<file path="src/rtl/ca_project.sv">
// Five-stage RV32I-subset pipeline (ADD/SUB/AND/OR/ADDI/LW/SW/BEQ) with internal ROM,
// data RAM, full EX forwarding, one-cycle load-use stall and EX-resolved branches.
module ca_project (
  input  logic        clk,
  input  logic        reset,
  output logic [31:0] Out_value
);

  localparam logic [31:0] INSTR_NOP = 32'h00000013;

  typedef enum logic [1:0] {
    ALU_ADD = 2'd0,
    ALU_SUB = 2'd1,
    ALU_AND = 2'd2,
    ALU_OR  = 2'd3
  } alu_op_t;

  // ---------------------------------------------------------------- IF
  logic [31:0] pc;
  logic [31:0] pc_plus4;
  logic [31:0] if_instr;

  assign pc_plus4 = pc + 32'd4;

  always_comb begin
    case (pc[6:2])
      5'd0:    if_instr = 32'h00500093;  // addi x1,x0,5
      5'd1:    if_instr = 32'h00A00113;  // addi x2,x0,10
      5'd2:    if_instr = 32'h002081B3;  // add  x3,x1,x2
      5'd3:    if_instr = 32'h40110233;  // sub  x4,x2,x1
      5'd4:    if_instr = 32'h00302023;  // sw   x3,0(x0)
      5'd5:    if_instr = 32'h00002283;  // lw   x5,0(x0)
      5'd6:    if_instr = 32'h00128333;  // add  x6,x5,x1
      5'd7:    if_instr = 32'h00120663;  // beq  x4,x1,+12
      5'd8:    if_instr = 32'h00100393;  // addi x7,x0,1
      5'd9:    if_instr = 32'h00200393;  // addi x7,x0,2
      5'd10:   if_instr = 32'h0020E433;  // or   x8,x1,x2
      5'd11:   if_instr = 32'h0041F4B3;  // and  x9,x3,x4
      5'd12:   if_instr = 32'h00000063;  // beq  x0,x0,0
      default: if_instr = INSTR_NOP;
    endcase
  end

  // ---------------------------------------------------------------- pipeline registers
  logic [31:0] ifid_pc;
  logic [31:0] ifid_instr;

  logic [31:0] idex_pc;
  logic [4:0]  idex_rs1;
  logic [4:0]  idex_rs2;
  logic [4:0]  idex_rd;
  logic [31:0] idex_rs1_val;
  logic [31:0] idex_rs2_val;
  logic [31:0] idex_imm;
  alu_op_t     idex_alu_op;
  logic        idex_alu_imm;
  logic        idex_mem_read;
  logic        idex_mem_write;
  logic        idex_reg_write;
  logic        idex_branch;

  logic [31:0] exmem_alu_res;
  logic [31:0] exmem_store;
  logic [4:0]  exmem_rd;
  logic        exmem_mem_read;
  logic        exmem_mem_write;
  logic        exmem_reg_write;

  logic [31:0] memwb_data;
  logic [4:0]  memwb_rd;
  logic        memwb_reg_write;

  // ---------------------------------------------------------------- ID
  logic [6:0]  id_opcode;
  logic [2:0]  id_funct3;
  logic [6:0]  id_funct7;
  logic [4:0]  id_rs1;
  logic [4:0]  id_rs2;
  logic [4:0]  id_rd;

  assign id_opcode = ifid_instr[6:0];
  assign id_funct3 = ifid_instr[14:12];
  assign id_funct7 = ifid_instr[31:25];
  assign id_rs1    = ifid_instr[19:15];
  assign id_rs2    = ifid_instr[24:20];
  assign id_rd     = ifid_instr[11:7];

  logic [31:0] id_imm;
  alu_op_t     id_alu_op;
  logic        id_alu_imm;
  logic        id_mem_read;
  logic        id_mem_write;
  logic        id_reg_write;
  logic        id_branch;
  logic        id_use_rs1;
  logic        id_use_rs2;

  // Unsupported encodings fall through with every control deasserted, i.e. a NOP.
  always_comb begin
    id_imm       = '0;
    id_alu_op    = ALU_ADD;
    id_alu_imm   = 1'b0;
    id_mem_read  = 1'b0;
    id_mem_write = 1'b0;
    id_reg_write = 1'b0;
    id_branch    = 1'b0;
    id_use_rs1   = 1'b0;
    id_use_rs2   = 1'b0;
    case (id_opcode)
      7'b0110011: begin
        if (id_funct3 == 3'b000 && id_funct7 == 7'b0000000) begin
          id_alu_op    = ALU_ADD;
          id_reg_write = 1'b1;
        end else if (id_funct3 == 3'b000 && id_funct7 == 7'b0100000) begin
          id_alu_op    = ALU_SUB;
          id_reg_write = 1'b1;
        end else if (id_funct3 == 3'b111 && id_funct7 == 7'b0000000) begin
          id_alu_op    = ALU_AND;
          id_reg_write = 1'b1;
        end else if (id_funct3 == 3'b110 && id_funct7 == 7'b0000000) begin
          id_alu_op    = ALU_OR;
          id_reg_write = 1'b1;
        end
        id_use_rs1 = id_reg_write;
        id_use_rs2 = id_reg_write;
      end
      7'b0010011: begin
        if (id_funct3 == 3'b000) begin
          id_imm       = {{20{ifid_instr[31]}}, ifid_instr[31:20]};
          id_alu_imm   = 1'b1;
          id_reg_write = 1'b1;
          id_use_rs1   = 1'b1;
        end
      end
      7'b0000011: begin
        if (id_funct3 == 3'b010) begin
          id_imm       = {{20{ifid_instr[31]}}, ifid_instr[31:20]};
          id_alu_imm   = 1'b1;
          id_mem_read  = 1'b1;
          id_reg_write = 1'b1;
          id_use_rs1   = 1'b1;
        end
      end
      7'b0100011: begin
        if (id_funct3 == 3'b010) begin
          id_imm       = {{20{ifid_instr[31]}}, ifid_instr[31:25], ifid_instr[11:7]};
          id_alu_imm   = 1'b1;
          id_mem_write = 1'b1;
          id_use_rs1   = 1'b1;
          id_use_rs2   = 1'b1;
        end
      end
      7'b1100011: begin
        if (id_funct3 == 3'b000) begin
          id_imm     = {{19{ifid_instr[31]}}, ifid_instr[31], ifid_instr[7],
                        ifid_instr[30:25], ifid_instr[11:8], 1'b0};
          id_branch  = 1'b1;
          id_use_rs1 = 1'b1;
          id_use_rs2 = 1'b1;
        end
      end
      default: ;
    endcase
  end

  // ---------------------------------------------------------------- register file
  logic [31:0] rf [32];
  logic        wb_we;
  logic [31:0] id_rs1_val;
  logic [31:0] id_rs2_val;

  assign wb_we = memwb_reg_write && (memwb_rd != 5'd0);

  // Same-cycle WB write is bypassed into the ID read.
  assign id_rs1_val = (wb_we && memwb_rd == id_rs1) ? memwb_data : rf[id_rs1];
  assign id_rs2_val = (wb_we && memwb_rd == id_rs2) ? memwb_data : rf[id_rs2];

  always_ff @(posedge clk or negedge reset) begin
    if (!reset) begin
      for (int i = 0; i < 32; i++) rf[i] <= '0;
    end else if (wb_we) begin
      rf[memwb_rd] <= memwb_data;
    end
  end

  // ---------------------------------------------------------------- hazards
  logic load_use;

  assign load_use = idex_mem_read && (idex_rd != 5'd0) &&
                    ((id_use_rs1 && idex_rd == id_rs1) ||
                     (id_use_rs2 && idex_rd == id_rs2));

  // ---------------------------------------------------------------- EX
  logic [31:0] ex_op_a;
  logic [31:0] ex_op_b;
  logic [31:0] ex_alu_b;
  logic [31:0] ex_alu_res;
  logic        ex_taken;
  logic [31:0] ex_target;

  always_comb begin
    if (exmem_reg_write && exmem_rd != 5'd0 && exmem_rd == idex_rs1)
      ex_op_a = exmem_alu_res;
    else if (wb_we && memwb_rd == idex_rs1)
      ex_op_a = memwb_data;
    else
      ex_op_a = idex_rs1_val;

    if (exmem_reg_write && exmem_rd != 5'd0 && exmem_rd == idex_rs2)
      ex_op_b = exmem_alu_res;
    else if (wb_we && memwb_rd == idex_rs2)
      ex_op_b = memwb_data;
    else
      ex_op_b = idex_rs2_val;
  end

  assign ex_alu_b = idex_alu_imm ? idex_imm : ex_op_b;

  always_comb begin
    case (idex_alu_op)
      ALU_SUB: ex_alu_res = ex_op_a - ex_alu_b;
      ALU_AND: ex_alu_res = ex_op_a & ex_alu_b;
      ALU_OR:  ex_alu_res = ex_op_a | ex_alu_b;
      default: ex_alu_res = ex_op_a + ex_alu_b;
    endcase
  end

  assign ex_taken  = idex_branch && (ex_op_a == ex_op_b);
  assign ex_target = idex_pc + idex_imm;

  // ---------------------------------------------------------------- MEM
  logic [31:0] dmem [32];
  logic [31:0] mem_rdata;
  logic [31:0] mem_wb_data;

  assign mem_rdata   = dmem[exmem_alu_res[6:2]];
  assign mem_wb_data = exmem_mem_read ? mem_rdata : exmem_alu_res;

  always_ff @(posedge clk or negedge reset) begin
    if (!reset) begin
      for (int i = 0; i < 32; i++) dmem[i] <= '0;
    end else if (exmem_mem_write) begin
      dmem[exmem_alu_res[6:2]] <= exmem_store;
    end
  end

  // ---------------------------------------------------------------- pipeline state
  // A taken branch outranks the load-use stall; both cannot coexist since the
  // stall needs a load, not a branch, in EX.
  always_ff @(posedge clk or negedge reset) begin
    if (!reset) begin
      pc              <= '0;
      ifid_pc         <= '0;
      ifid_instr      <= '0;
      idex_pc         <= '0;
      idex_rs1        <= '0;
      idex_rs2        <= '0;
      idex_rd         <= '0;
      idex_rs1_val    <= '0;
      idex_rs2_val    <= '0;
      idex_imm        <= '0;
      idex_alu_op     <= ALU_ADD;
      idex_alu_imm    <= 1'b0;
      idex_mem_read   <= 1'b0;
      idex_mem_write  <= 1'b0;
      idex_reg_write  <= 1'b0;
      idex_branch     <= 1'b0;
      exmem_alu_res   <= '0;
      exmem_store     <= '0;
      exmem_rd        <= '0;
      exmem_mem_read  <= 1'b0;
      exmem_mem_write <= 1'b0;
      exmem_reg_write <= 1'b0;
      memwb_data      <= '0;
      memwb_rd        <= '0;
      memwb_reg_write <= 1'b0;
      Out_value       <= '0;
    end else begin
      if (ex_taken) begin
        pc         <= ex_target;
        ifid_pc    <= '0;
        ifid_instr <= '0;
      end else if (!load_use) begin
        pc         <= pc_plus4;
        ifid_pc    <= pc;
        ifid_instr <= if_instr;
      end

      if (ex_taken || load_use) begin
        idex_pc        <= '0;
        idex_rs1       <= '0;
        idex_rs2       <= '0;
        idex_rd        <= '0;
        idex_rs1_val   <= '0;
        idex_rs2_val   <= '0;
        idex_imm       <= '0;
        idex_alu_op    <= ALU_ADD;
        idex_alu_imm   <= 1'b0;
        idex_mem_read  <= 1'b0;
        idex_mem_write <= 1'b0;
        idex_reg_write <= 1'b0;
        idex_branch    <= 1'b0;
      end else begin
        idex_pc        <= ifid_pc;
        idex_rs1       <= id_rs1;
        idex_rs2       <= id_rs2;
        idex_rd        <= id_rd;
        idex_rs1_val   <= id_rs1_val;
        idex_rs2_val   <= id_rs2_val;
        idex_imm       <= id_imm;
        idex_alu_op    <= id_alu_op;
        idex_alu_imm   <= id_alu_imm;
        idex_mem_read  <= id_mem_read;
        idex_mem_write <= id_mem_write;
        idex_reg_write <= id_reg_write;
        idex_branch    <= id_branch;
      end

      exmem_alu_res   <= ex_alu_res;
      exmem_store     <= ex_op_b;
      exmem_rd        <= idex_rd;
      exmem_mem_read  <= idex_mem_read;
      exmem_mem_write <= idex_mem_write;
      exmem_reg_write <= idex_reg_write;

      memwb_data      <= mem_wb_data;
      memwb_rd        <= exmem_rd;
      memwb_reg_write <= exmem_reg_write;

      if (wb_we) Out_value <= memwb_data;
    end
  end

endmodule

</file>
<file path="config.mk">
export PLATFORM = sky130hd
export DESIGN_NAME = ca_project
export DESIGN_NICKNAME = d
export VERILOG_FILES = /design/src/rtl/ca_project.sv
export SDC_FILE = /design/constraint.sdc
export NUM_CORES = 2
export LEC_CHECK = 0
export CAP_MARGIN = 10
export CORE_MARGIN = 4
export CORE_UTILIZATION = 25
export CTS_BUF_LIST = sky130_fd_sc_hd__clkbuf_4 sky130_fd_sc_hd__clkbuf_8
export CTS_CLUSTER_DIAMETER = 80
export CTS_CLUSTER_SIZE = 8
export DETAILED_ROUTE_END_ITERATION = 8
export GPL_TIMING_DRIVEN = 0
export PLACE_DENSITY = 0.38
export SYNTH_ARGS = -nofsm -noshare
export SYNTH_HDL_FRONTEND = slang
export SYNTH_SLANG_ARGS = --single-unit
</file>
<file path="constraint.sdc">
create_clock -name clk -period 7.4 [get_ports clk]
set_input_delay 1.48 -clock clk [delete_from_list [all_inputs] [get_ports clk]]
set_output_delay 1.48 -clock clk [all_outputs]
set_load 0.01 [all_outputs]
</file>
After elaboration in Yosys (flattened, before gate mapping) --
Memories as Yosys holds them, arrays and structs flattened. Index checks and enable logic that the tools add are counted. W data, S select, Z words.
Storage, ports and cells: register bits 2436, ROM bits 288, input port bits 2, output and inout bits 32, word-level logic and storage cells 224, memories kept 1
Memories:
- (no name shown) | words 16, width 18, read ports 1, clocked after memory_dff 0, write ports 0, RTL line 26 | case (pc[6:2])
Operators by class: $add $sub $neg 4, magnitude comparators 6, equality and inequality tests 22, mux-type cells 67, bitwise logic cells 6, reduce and logical (&&, ||, !) cells 28
Operators by type and width (number):
- $bwmux W1024 | 2
- $mux W32 | 31
- $bmux W32 S5 | 3
- $demux W32 S5 | 2
- $pmux W32 S4 | 1
- $pmux W32 S3 | 1
- $add A32 B32 Y32 | 2
- $eq A5 B5 Y1 | 8
- $add A32 B3 Y32 const B | 1
- $and A32 B32 Y32 | 1
- $eq A32 B32 Y1 | 1
- $or A32 B32 Y32 | 1
- $sub A32 B32 Y32 | 1
- $ge A6 B6 Y1 const B | 4
- $not A5 Y6 | 4
- $eq A7 B6 Y1 const B | 3
- $logic_and A1 B1 Y1 | 19
- $mux W5 | 3
- $reduce_bool A5 Y1 | 3
- $mux W1 | 14
- $lt A6 B1 Y1 const B | 2
- $mux W2 | 6
- $pmux W1 S3 | 3
- $eq A7 B2 Y1 const B | 1
- 12 further kinds | 16

Logic depth before layout (Yosys ltp) --
depth in word-level cells 12, depth in mapped cells 27, gate-level depth less buffers 23

Least setup slack after synthesis --
No wires, ideal clock.
kind register to register, start point register exmem_rd[0], end point register exmem_alu_res[30], library setup time 125 ps, arrival 5034 ps, data required time 7275 ps, setup slack 2241 ps, stages on the path, launching flop included 26, buffers on the path 3, clock period less this slack 5159 ps, cells stage by stage dfrtp_1 xnor2_1 and4_1 nand2_1 buf_2 buf_2 buf_2 o221ai_1 nand2_1 nor3_1 nand2_1 nor2_1 nor2_1 xnor2_1 ha_1 and3_1 a221oi_1 o31ai_1 o31ai_1 o31ai_1 a31oi_1 o2111a_1 nor3_1 o221ai_1 xnor2_1 mux2_2
On the way: word-level cells in the longest chain between the ends 7, elaborated cells on any way between the ends 14, classes of those cells 2 x add/sub; 2 x eq/ne; 4 x mux; 2 x bitwise; 4 x reduce/logical
RTL lines:
- from (decl) | RTL line 64 | logic [4:0] exmem_rd;
- from (signal assigned) | RTL line 321 | exmem_rd <= idex_rd;
- $reduce_bool A5 Y1 | RTL line 202, 209
- $logic_and A1 B1 Y1 | RTL line 202, 209
- $logic_and A1 B1 Y1 | RTL line 209 | if (exmem_reg_write && exmem_rd != 5'd0 && exmem_rd == idex_rs2)
- $mux W32 | RTL line 209
- $mux W32 | RTL line 217 | assign ex_alu_b = idex_alu_imm ? idex_imm : ex_op_b;
- $add A32 B32 Y32 (tied with other cells) | RTL line 224 | default: ex_alu_res = ex_op_a + ex_alu_b;
- $pmux W32 S3 (*) | RTL line 220 | case (idex_alu_op)
- net ex_alu_res[30] | RTL line 197 | logic [31:0] ex_alu_res;
- to (signal assigned) | RTL line 319 | exmem_alu_res <= ex_alu_res;
- to (decl) | RTL line 62 | logic [31:0] exmem_alu_res;
The timed path passes the listed nets; every way through them passes the cells marked *. A chain may end at the register's enable or synchronous reset.

Worst setup path after layout --
start point register exmem_rd[0], end point register exmem_alu_res[30]
On the way: word-level cells in the longest chain between the ends 7, elaborated cells on any way between the ends 14, classes of those cells 2 x add/sub; 2 x eq/ne; 4 x mux; 2 x bitwise; 4 x reduce/logical
RTL lines:
- $reduce_bool A5 Y1 | RTL line 209
- $logic_and A1 B1 Y1 | RTL line 209
- $logic_and A1 B1 Y1 (*) | RTL line 209
- $mux W32 (*) | RTL line 209
- net ex_op_b[2] | RTL line 195 | logic [31:0] ex_op_b;
- $mux W32 (*) | RTL line 217
- $add A32 B32 Y32 / $sub A32 B32 Y32 (equally long branches) | RTL line 224, 221
- $pmux W32 S3 (*) | RTL line 220
- net ex_alu_res[30] | RTL line 197
Marked as above.

==> load_flow_metrics.sql <==
INSERT INTO impl_metrics (metric_group, metric, value, unit) VALUES
('clocking', 'cts_tree', 'done', ''),
('synthesis', 'seq_area_frac_synth', '52.3', '%'),
('setup_path', 'cp-start-kind', 'flop', ''),
('cells_and_area', 'most_frequent_cells_in_the_layout', 'dfrtp_1 (1,804), mux2_2 (1,542), mux4_2 (489), clkbuf_1 (421), clkbuf_8 (277)', ''),
('cells_and_area', 'final-instance-count-excl-fill', '11000', ''),
('global_routing', 'grt_overflow_total', '0', ''),
('setup_path', 'cp-end-kind', 'flop', ''),
('setup_path', 'critical_path_buffer_and_inverter_count', '3', ''),
('floorplan', 'chipWidth', '595', 'um'),
('route', 'totalWireLength', '324', 'mm'),
('route', 'drt_first_iter_violations', '3317', ''),
('clocking', 'cts-buffers-inserted', '270', ''),
('setup_path', 'cp_top_family', 'compound AO/OA/AOI/OAI gates', ''),
('route', 'drc', '0', ''),
('power', 'power.total', '17500', 'uW'),
('route', 'dr_total_vias', '53800', ''),
('outcome', 'run_status', 'completed', ''),
('clocking', 'worst_skew_pair.late_latency', '0.98', 'ns'),
('setup_path', 'timing.setup.critical_path_class', 'reg2reg', ''),
('clocking', 'numClockSinks', '1804', ''),
('synthesis', 'post_synth_num_cell_types', '81', ''),
('sta', 'worst-slew-pin-transition', '1.37', 'ns'),
('route', 'route.detailed.vias_per_inst', '4.89', ''),
('sta', 'period_needed', '7.11', 'ns'),
('synthesis', 'synth_cells', '6060', ''),
('power', 'power-per-cell-area', '180', 'nW/um^2'),
('synthesis', 'ys_warns', '0', ''),
('placed_design', 'numPortBuffers', '33', ''),
('sta', 'hold_viol_final', '0', ''),
('sta', 'final.setup_skew', '0.0536', 'ns'),
('setup_path', 'rr_worst_depth', '21', ''),
('sta', 'maxSlewViolCount', '0', ''),
('setup_path', 'critical_path_max_stage_delay', '0.91', 'ns'),
('clocking', 'cts_max_level', '5', ''),
('clocking', 'cts-resized-gates', '1', ''),
('sta', 'fraction_of_the_cycle_the_final_worst_path_needs', '96.1', '%'),
('floorplan', 'coreArea', '343000', 'um^2'),
('cells_and_area', 'layout_nets', '6463', ''),
('placed_design', 'place.detailed.instances', '10700', ''),
('global_routing', 'antenna_found_initial', '12', ''),
('setup_path', 'crit_required', '8.23', 'ns'),
('clocking', 'cts_hold_buf', '0', ''),
('clocking', 'clk_path_buf_depth', '4', ''),
('floorplan', 'die_y', '595', 'um'),
('cells_and_area', 'drive_above_1_share', '38.9', '%'),
('power', 'leak_pwr', '0.0444', 'uW'),
('placed_design', 'dpl.hpwl', '236', 'mm'),
('global_routing', 'groute.usage.overall', '18.0', '%'),
('synthesis', 'syn-cell-area', '86300', 'um^2'),
('synthesis', 'synth_fp_nets', '6106', ''),
('clocking', 'clockRootBuffer', 'clkbuf_8', ''),
('floorplan', 'floorplan.initialDensity', '25.1', '%'),
('placed_design', 'gp_congestion', '0.894', ''),
('sta', 'worst_case_headroom_to_the_max_slew_limit', '8.55', '%'),
('setup_path', 'crit_chain', 'o41ai_4 > buf_2 > o22ai_1 > o22ai_2 > inv_1 > a21boi_1 > o2111ai_1 > or3b_1 > buf_2 > nor2b_1 > o311ai_0 > o21a_1 > ha_1 > nand4_1 > o31ai_2 > a31oi_1 > o2111a_1 > nor3_1 > o221ai_1 > xnor2_1 > mux2_2', ''),
('floorplan', 'die_area', '355000', 'um^2'),
('route', 'antenna_left', '0', ''),
('sta', 'rsz0062_at_grt', 'no', ''),
('synthesis', 'avgSynthCellArea', '14.2', 'um^2'),
('synthesis', 'ys_ff_latch', '1804', ''),
('flow_run', 'max-cap-violations', '0', ''),
('clocking', 'cts_post_setup_buffers_inserted', '0', ''),
('global_routing', 'grt_pass1_wl', '458', 'mm'),
('floorplan', 'pin_count', '34', ''),
('min_path', 'timing.hold.worst_path_depth', '0', ''),
('synthesis', 'postSynth.asyncResetShare', '100', '%'),
('setup_path', 'cp.arrival', '7.94', 'ns'),
('setup_path', 'worst_path_most_repeated_cell', 'buf_2', ''),
('route', 'detail_route.first_pass.iterations', '5', ''),
('synthesis', 'yosys_most_used_dff', 'dfrtp_1', ''),
('sta', 'whs', '0.358', 'ns');
per-layer routing:
| layer | vias up | global-route usage, % | share of wire (%) |
|---|---|---|---|
| li1 | 22900 | - | - |
| met1 | 29300 | 24.7 | 46 |
| met2 | 1230 | 29.3 | 47 |
| met3 | 449 | 2.50 | 3.7 |
| met4 | 2 | 5.61 | 3.3 |
| met5 | - | 0 | 0.0040 |
cells in the mapped netlist, types with 44 or more instances:
| cell | n | area share [%] |
|---|---|---|
| nor2_1 | 269 | 1.2 |
| buf_1 | 115 | 0.50 |
| nand2_1 | 216 | 0.94 |
| a211oi_1 | 48 | 0.42 |
| xor2_1 | 44 | 0.45 |
| mux2i_1 | 157 | 1.8 |
| dfrtp_1 | 1804 | 52 |
| a21oi_1 | 142 | 0.82 |
| o21ai_0 | 87 | 0.50 |
| xnor2_1 | 76 | 0.77 |
| mux4_2 | 489 | 13 |
| clkbuf_1 | 435 | 1.9 |
| mux2_2 | 1542 | 20 |
state kept, by name, indices dropped and copies added (netlist names), 19 cells and up:
signal,flops
exmem_alu_res,32
ifid_instr,19
exmem_store,32
idex_rs1_val,32
dmem,1024
rf,512
idex_rs2_val,32
Out_value,32
memwb_data,32
cells by family after synthesis:
logic type,count (synthesis),share of synthesized area [%]
AOI/OAI and AO/OA,537,4.21
xor gates and xnor gates,120,1.22
adders and majority gates,69,0.946
buffers and inverters,641,2.90
DFF,1804,52.3
muxes,2188,34.7
and+or+nand+nor,701,3.67
per-stage QoR:
| step | utilization (%) | cell area, um^2 | setup TNS, ns | worst slack [ns] |
|---|---|---|---|---|
| finish | 28.4 | 97400 | 0 | 0.290 |
| global route | 28.4 | 97400 | 0 | 0.0128 |
| CTS | 28.3 | 97300 | 0 | 0.0871 |
| detailed placement | 27.2 | 93300 | -0.0118 | -0.0118 |
| global placement | 26.9 | 92300 | - | -81.56 |
| floorplan | - | 86300 | 0 | 2.24 |
final timing paths:
kind	from	end	slack, ns
hold / removal	idex_reg_write$_DFF_PN0_	exmem_reg_write$_DFF_PN0_	0.36
min in group asynchronous	reset	dmem[733]$_DFFE_PN0P_	0.41
setup reg to reg	exmem_rd[0]$_DFF_PN0_	exmem_alu_res[30]$_DFF_PN0_	0.29
max in group asynchronous	reset	exmem_store[9]$_DFF_PN0_	3.76
setup / recovery	exmem_rd[0]$_DFF_PN0_	exmem_alu_res[30]$_DFF_PN0_	0.29
hold reg to reg	idex_reg_write$_DFF_PN0_	exmem_reg_write$_DFF_PN0_	0.36
power breakdown:
| group | switching [uW] | internal, uW |
|---|---|---|
| registers | 0 | 9860 |
| logic | 201 | 19.3 |
| clock network | 4030 | 3430 |
layout make-up:
| class | instances | area [um^2] |
|---|---|---|
| diodes | 7 | 17.5 |
| plain buffers | 598 | 2400 |
| clock buffers | 279 | 3830 |
| clock inverters | 18 | 183 |
| fillers | 35000 | 246000 |
| inverters | 43 | 161 |
| multi-input cells | 3615 | 38700 |
| flip-flops and latches | 1804 | 45100 |
| well taps | 4557 | 5700 |
| repair buffers | 85 | 1330 |
No activity file was read; power rests on OpenSTA's default activity.
